==> src/rtl/mux_4_to_1_scanner_if.sv <==
// Bus bundle for the 4-to-1 scanner: four raw data lines plus mode/select in,
// sampled value, channel index, strobes and per-channel snapshot out.
interface mux_4_to_1_scanner_if;
    logic       i_Data0;
    logic       i_Data1;
    logic       i_Data2;
    logic       i_Data3;
    logic       i_Auto;
    logic       i_Sel0;
    logic       i_Sel1;
    logic       o_Data;
    logic [1:0] o_Sel;
    logic       o_Sample_Valid;
    logic       o_Change;
    logic [3:0] o_Snapshot;

    modport master (
        output i_Data0, i_Data1, i_Data2, i_Data3, i_Auto, i_Sel0, i_Sel1,
        input  o_Data, o_Sel, o_Sample_Valid, o_Change, o_Snapshot
    );

    modport slave (
        input  i_Data0, i_Data1, i_Data2, i_Data3, i_Auto, i_Sel0, i_Sel1,
        output o_Data, o_Sel, o_Sample_Valid, o_Change, o_Snapshot
    );
endinterface

==> src/rtl/mux_4_to_1_scanner.sv <==
// Samples one of four asynchronous 1-bit inputs per tick, either round-robin
// or by manual select, and reports value, channel, strobes and a snapshot.
module mux_4_to_1_scanner #(
    parameter int unsigned SCAN_LIMIT  = 4194303,
    parameter int unsigned SYNC_STAGES = 2
) (
    input logic                 i_Clk,
    input logic                 i_Rst_L,
    mux_4_to_1_scanner_if.slave bus
);
    localparam logic [23:0] LIMIT = 24'(SCAN_LIMIT);

    // Bit order: {sel1, sel0, auto, data3, data2, data1, data0}
    logic [6:0]                  raw;
    logic [SYNC_STAGES-1:0][6:0] sync_q;
    logic [6:0]                  synced;
    logic [3:0]                  data_sync;
    logic                        auto_sync;
    logic [1:0]                  man_sel;

    logic [23:0] count;
    logic        tick;
    logic [1:0]  nsel;

    logic        data_q;
    logic [1:0]  sel_q;
    logic        valid_q;
    logic        change_q;
    logic [3:0]  snap_q;

    assign raw = {bus.i_Sel1, bus.i_Sel0, bus.i_Auto,
                  bus.i_Data3, bus.i_Data2, bus.i_Data1, bus.i_Data0};

    assign synced    = sync_q[SYNC_STAGES-1];
    assign data_sync = synced[3:0];
    assign auto_sync = synced[4];
    assign man_sel   = synced[6:5];

    // NOTE: reset is sampled on the clock edge only; synchronisers are cleared
    // too so stale pin levels cannot leak into the first samples after reset.
    always_ff @(posedge i_Clk) begin
        if (!i_Rst_L) begin
            sync_q <= '0;
        end else begin
            // NOTE: non-blocking so every stage shifts from its pre-edge value.
            sync_q <= {sync_q[SYNC_STAGES-2:0], raw};
        end
    end

    assign tick = (count == LIMIT);

    always_ff @(posedge i_Clk) begin
        if (!i_Rst_L) begin
            count <= '0;
        end else if (tick) begin
            count <= '0;
        end else begin
            count <= count + 24'd1;
        end
    end

    always_comb begin
        // NOTE: default first so no path leaves nsel unassigned (no latch).
        nsel = man_sel;
        if (auto_sync) begin
            nsel = sel_q + 2'd1;
        end
    end

    always_ff @(posedge i_Clk) begin
        if (!i_Rst_L) begin
            data_q   <= 1'b0;
            sel_q    <= 2'd3;
            valid_q  <= 1'b0;
            change_q <= 1'b0;
            snap_q   <= '0;
        end else begin
            valid_q  <= tick;
            change_q <= 1'b0;
            if (tick) begin
                sel_q        <= nsel;
                data_q       <= data_sync[nsel];
                snap_q[nsel] <= data_sync[nsel];
                // Compared against the snapshot bit as it stood before this sample
                change_q     <= data_sync[nsel] ^ snap_q[nsel];
            end
        end
    end

    assign bus.o_Data         = data_q;
    assign bus.o_Sel          = sel_q;
    assign bus.o_Sample_Valid = valid_q;
    assign bus.o_Change       = change_q;
    assign bus.o_Snapshot     = snap_q;
endmodule

==> src/flat_wrapper.sv <==
// flat-port wrapper written by rule: the top's interface ports become plain ports
module mux_4_to_1_scanner_flat 
#(
    parameter int unsigned SCAN_LIMIT  = 4194303,
    parameter int unsigned SYNC_STAGES = 2
)
  (i_Clk, i_Rst_L, bus_i_Data0, bus_i_Data1, bus_i_Data2, bus_i_Data3, bus_i_Auto, bus_i_Sel0, bus_i_Sel1, bus_o_Data, bus_o_Sel, bus_o_Sample_Valid, bus_o_Change, bus_o_Snapshot);
  mux_4_to_1_scanner_if bus_i ();
  input logic i_Clk;
  input logic i_Rst_L;
  input wire logic [$bits(bus_i.i_Data0)-1:0] bus_i_Data0;
  input wire logic [$bits(bus_i.i_Data1)-1:0] bus_i_Data1;
  input wire logic [$bits(bus_i.i_Data2)-1:0] bus_i_Data2;
  input wire logic [$bits(bus_i.i_Data3)-1:0] bus_i_Data3;
  input wire logic [$bits(bus_i.i_Auto)-1:0] bus_i_Auto;
  input wire logic [$bits(bus_i.i_Sel0)-1:0] bus_i_Sel0;
  input wire logic [$bits(bus_i.i_Sel1)-1:0] bus_i_Sel1;
  output wire logic [$bits(bus_i.o_Data)-1:0] bus_o_Data;
  output wire logic [$bits(bus_i.o_Sel)-1:0] bus_o_Sel;
  output wire logic [$bits(bus_i.o_Sample_Valid)-1:0] bus_o_Sample_Valid;
  output wire logic [$bits(bus_i.o_Change)-1:0] bus_o_Change;
  output wire logic [$bits(bus_i.o_Snapshot)-1:0] bus_o_Snapshot;
  assign bus_i.i_Data0 = bus_i_Data0;
  assign bus_i.i_Data1 = bus_i_Data1;
  assign bus_i.i_Data2 = bus_i_Data2;
  assign bus_i.i_Data3 = bus_i_Data3;
  assign bus_i.i_Auto = bus_i_Auto;
  assign bus_i.i_Sel0 = bus_i_Sel0;
  assign bus_i.i_Sel1 = bus_i_Sel1;
  assign bus_o_Data = bus_i.o_Data;
  assign bus_o_Sel = bus_i.o_Sel;
  assign bus_o_Sample_Valid = bus_i.o_Sample_Valid;
  assign bus_o_Change = bus_i.o_Change;
  assign bus_o_Snapshot = bus_i.o_Snapshot;
  mux_4_to_1_scanner #(.SCAN_LIMIT(SCAN_LIMIT), .SYNC_STAGES(SYNC_STAGES)) u_core (.i_Clk(i_Clk), .i_Rst_L(i_Rst_L), .bus(bus_i));
endmodule
==> config.mk <==
export PLATFORM = sky130hd
export DESIGN_NAME = mux_4_to_1_scanner_flat
export DESIGN_NICKNAME = d
export VERILOG_FILES = /design/src/rtl/mux_4_to_1_scanner_if.sv /design/src/rtl/mux_4_to_1_scanner.sv /design/src/flat_wrapper.sv
export SDC_FILE = /design/constraint.sdc
export NUM_CORES = 1
export LEC_CHECK = 0
export ABC_AREA = 1
export CAP_MARGIN = 20
export CORE_MARGIN = 2
export CORE_UTILIZATION = 57
export CTS_CLUSTER_DIAMETER = 150
export DETAILED_ROUTE_END_ITERATION = 10
export PLACE_DENSITY = 0.77
export SETUP_SLACK_MARGIN = 0.4
export SYNTH_ARGS = -nofsm -noshare
export SYNTH_HDL_FRONTEND = slang
export SYNTH_SLANG_ARGS = --single-unit
==> constraint.sdc <==
create_clock -name i_Clk -period 1.9 [get_ports i_Clk]
set_clock_uncertainty 0.05 [all_clocks]
set_input_delay 0.285 -clock i_Clk [delete_from_list [all_inputs] [get_ports i_Clk]]
set_output_delay 0.285 -clock i_Clk [all_outputs]
set_load 0.01 [all_outputs]
# ---- Word level (Yosys, flattened, before mapping)
# Cells that the tools add are included.
dict set report word_totals {
  ff_bits 47
  in_bits 9
  output_inout_bits 9
  elab_cells 26
}
dict set report classes {
  add_sub_neg 2
  magnitude_cmp 2
  n_eq_ne 1
  mux 8
  bitwise_logic 2
  reduce_logical 3
}
# operator n
set op_table {}
lappend op_table {{24-bit by 1-bit adder with 24-bit output (second input constant)} 1}
lappend op_table {{24-bit by 22-bit equality test with 1-bit output (second input constant)} 1}
lappend op_table {{1-bit binary-select mux with 2-bit select} 2}
lappend op_table {{4-bit bitwise mux} 1}
lappend op_table {{2-bit by 3-bit less-than comparator with 1-bit output (second input constant)} 1}
lappend op_table {{1-bit 2-to-1 mux} 3}
lappend op_table {{2-bit by 1-bit adder with 2-bit output (second input constant)} 1}
lappend op_table {{1-bit demux with 2-bit select} 1}
lappend op_table {{2-bit by 1-bit >= comparator with 1-bit output (second input constant)} 1}
lappend op_table {{2-bit 2-to-1 mux} 1}
lappend op_table {{2-bit AND reduction} 1}
lappend op_table {{2-bit OR reduction} 1}
lappend op_table {{1-bit logical AND} 1}
lappend op_table {{1-bit inverter} 1}
lappend op_table {{1-bit XOR} 1}

# ---- Logic depth before layout (Yosys ltp)
dict set report logic_depth {
  ltp_word 7
  mapped_depth 10
  mapped_depth_nobuf 10
}

# ---- Worst setup path before layout
# Ideal clock, no wire load.
dict set report synth_timing {
  kind {register -> register}
  from {reg u_core.count[0]}
  to {reg u_core.count[6]}
  setup_time_ps 115
  t_arrival_ps 1335
  t_required_ps 1735
  path_slack_ps 400
  stages_incl_launch_ff 10
  path_buffers 1
  period_less_slack_ps 1500
  cell_sequence {dfxtp_1 -> ha_1 -> nand2_2 -> nor2_4 -> nand2_4 -> nor2_8 -> nand2_8 -> nand2_8 -> buf_12 -> nor2_2}
}
dict set report synth_between {
  elab_chain_len 2
  word_cells_on_any_way 3
  cone_classes {add/sub (1); eq/ne (1); reduce/logical (1)}
}
# item line
set synth_lines {}
lappend synth_lines {{from (decl)} mux_4_to_1_scanner.sv:21} ;# logic [23:0] count;
lappend synth_lines {{from (signal assigned)} mux_4_to_1_scanner.sv:58} ;# count <= count + 24'd1;
lappend synth_lines {{parallel branches: the longest is 2 deep, another holds 24-bit by 1-bit adder with 24-bit output} -}
# Parallel ways; which one is timed is not known.
# A chain may end at the register's enable or synchronous reset.

# ---- Worst setup path in the final report
dict set report layout_timing {
  from {reg u_core.count[0]}
  to {reg u_core.count[16]}
}
# The elaborated chain is that of the path after synthesis.

==> flow_metrics.py <==
metrics = {
    "route": {
        "firstDrtPassIters": 4,
        "drt_first_iter_violations": 100,
        "viasPerCell": 4.97,
        "wirelength_mm": 4.90,
        "final_antenna_net_count": 0,
        "detail_route.wl_per_cell_um": 12.5,
        "dr_total_vias": 1948,
        "drc": 0,
    },
    "sta": {
        "setup_ws_ns": 0.345,
        "hold_violations": 0,
        "fin_tns_setup_ns": 0,
        "setup_viol": 0,
        "tightest_slew_ns": 0.651,
        "min_period_ns": 1.56,
        "timing.fmax_mhz": 643,
        "slew_violations": 0,
        "slew_headroom": 0.565,
        "period_share": 0.819,
        "rsz0062_at_grt": "true",
    },
    "cts": {
        "clock_latency_ns": 0.30,
        "clockBufferDepth": 2,
        "cts_tree": "yes",
        "htreeDepth": 2,
        "root_buffer": "clkbuf_8",
        "clkTransAtPathRegs_ns": 0.09,
        "numCtsBuffers": 5,
        "numClockSinks": 47,
    },
    "yosys": {
        "yosysSeqAreaShare": 0.418,
        "postSynthCellCount": 305,
        "ys_types": 28,
        "syn_area_per_cell_um2": 7.37,
        "synth-seq-cells": 47,
        "synth_fp_nets": 315,
        "synthesis.area_um2": 2250,
        "yosysWarnings": 0,
    },
    "outcome": {
        "status": "finished clean",
    },
    "global_route": {
        "grt_pass1_wl_mm": 7.65,
        "antenna_found_initial": 0,
        "grt_pass1_vias": 1692,
        "grtUsageTotal": 0.227,
        "gr-total-overflow": 0,
        "grt_max_degree": 17,
    },
    "setup_path": {
        "endpoint": "u_core.count[16]",
        "startpoint_type": "flip-flop",
        "arrival_ns": 1.71,
        "rrSetupSlack_ns": 0.34,
        "critPathKind": "reg2reg",
        "startpoint": "u_core.count[0]",
        "required_ns": 2.05,
        "rr_worst_depth": 9,
        "end_kind": "flip-flop",
        "r2r-end": "u_core.count[16]",
        "crit_fanout": 3,
        "reg2reg_from": "u_core.count[0]",
    },
    "pwr": {
        "power.density_nw_per_um2": 628,
        "finalPower_w": 0.00175,
        "ir_drop_mv": 0.557,
        "leakage_nw": 1.22,
    },
    "layout": {
        "final-seq-area_um2": 962,
        "drive_above_1_share": 0.270,
        "final_common_cell": "nand2_1",
        "syn_to_final_growth_pct": 24.0,
        "layout_common_cells": "nand2_1 (91), nor2_1 (46), inv_1 (32), dfxtp_1 (30), dfxtp_2 (17)",
        "fillers": 301,
        "multi_input_area_um2": 1260,
        "finalCoreUtilization": 0.751,
        "nNetsFinal": 353,
        "antenna_cells": 0,
    },
    "place": {
        "dp_hpwl_mm": 2.93,
        "io_buffers": 17,
        "finalWeightedCongestion": 0.874,
        "pre_cts_ws_ns": 0.241,
    },
    "floorplan": {
        "num_io_pins": 18,
        "fp.dieH_um": 66.8,
        "initial_core_util": 0.605,
        "fp.dieW_um": 66.8,
        "dieArea_um2": 4460,
        "rows": 22,
        "coreArea_um2": 3720,
    },
    "hold_path": {
        "worstHoldPathType": "reg2reg",
    },
    "job": {
        "drv_cap": 0,
    },
}
## cell families (layout without fill, tap and decap cells)
| group | count (synthesis) | after routing | share of synthesized area |
|---|---|---|---|
| buffers and inverters | 40 | 76 | 0.0779 |
| AO/OA/AOI/OAI | 13 | 13 | 0.0456 |
| flip-flops | 47 | 47 | 0.418 |
| XOR/XNOR | 10 | 10 | 0.0390 |
| adder cells (fa/ha/maj) | 1 | 1 | 0.00556 |
| AND/OR/NAND/NOR | 194 | 197 | 0.413 |
## area by class of cell
| class | instances | area share |
|---|---|---|
| clock buffer | 5 | 0.0247 |
| clock inverter | 3 | 0.00897 |
| sequential | 47 | 0.345 |
| timing repair buffer | 32 | 0.101 |
| inverter | 36 | 0.0485 |
| tap | 48 | 0.0215 |
| multi-input combinational | 221 | 0.450 |
## per-layer routing
layer  vias to the layer above  share of wire  track usage
li1                       1006              -            -
met1                       865           0.48        0.319
met2                        64           0.45        0.350
met3                        13          0.054       0.0405
met4                         0          0.020       0.0765
met5                         -              0            0
## cells in the mapped netlist
cell type | count | share of area
or2_1 | 1 | 0.0028
or2_2 | 1 | 0.0028
nand3_1 | 15 | 0.033
clkbuf_1 | 1 | 0.0017
xnor2_1 | 6 | 0.023
dfxtp_1 | 47 | 0.42
nor2_4 | 4 | 0.020
nand3b_1 | 4 | 0.013
o21bai_1 | 1 | 0.0033
buf_2 | 1 | 0.0022
nand2_1 | 93 | 0.16
a21oi_2 | 9 | 0.035
nor3b_1 | 2 | 0.0067
nand2_4 | 1 | 0.0050
inv_1 | 33 | 0.055
buf_6 | 1 | 0.0050
nor2_8 | 2 | 0.018
nand2_2 | 8 | 0.022
a31oi_1 | 1 | 0.0028
xor2_1 | 4 | 0.016
nor2_1 | 48 | 0.080
nand2_8 | 2 | 0.018
nor2_2 | 11 | 0.031
ha_1 | 1 | 0.0056
buf_12 | 1 | 0.0089
inv_2 | 3 | 0.0050
a21oi_1 | 2 | 0.0045
nand4_1 | 2 | 0.0056
## flip-flops by register name, summed over array words and instances, names as in the netlist
name and flops:
u_core.count 24, u_core.sync_q 7, u_core.synced 7, u_core.bus.o_Snapshot 4
u_core.bus.o_Sel 2, u_core.bus.o_Change 1, u_core.bus.o_Data 1, u_core.bus.o_Sample_Valid 1
## through the flow
step | cell area, um^2 | cells | hold WS, ns
after floorplan | 2250 | 305 | 0.333
after global placement | 2460 | 369 | 0.344
after detailed placement | 2460 | 369 | 0.346
after CTS | 2700 | 386 | 0.367
after global routing | 2790 | 392 | 0.384
final | 2790 | 392 | 0.361
## critical path, stage by stage (launching register included)
cell and delay [ns]:
dfxtp_2 0.36, ha_4 0.15, nand2_4 0.06, nor2_4 0.13, nand2_4 0.10, nor2_8 0.20
buf_4 0.14, buf_4 0.09, xnor2_1 0.11, nor2_1 0.05
## power breakdown
group	internal, W	total [W]	switching (W)
clock	0.000263	0.000618	0.000354
combinational	0.0000473	0.000120	0.0000729
sequential	0.00100	0.00101	0.0000105
## timing repair
item	in CTS	in global routing
cloned	3	0
hold buffers	0	0
buffers inserted	6	6
endpoints found under the setup margin	39	34
resized for setup	27	19
pin swaps	9	10
## worst min path at each step
stage	start	to	slack (ns)	cells past startpoint
after floorplan	bus_i_Data0	u_core.sync_q[0]	0.33	2
after global placement	u_core.sync_q[0]	u_core.synced[0]	0.34	2
after detailed placement	u_core.sync_q[5]	u_core.synced[5]	0.35	2
after CTS	u_core.sync_q[5]	u_core.synced[5]	0.37	2
after global routing	u_core.sync_q[4]	u_core.synced[4]	0.38	2
final	u_core.sync_q[4]	u_core.synced[4]	0.36	2
Power figures use the tool's default switching activity.
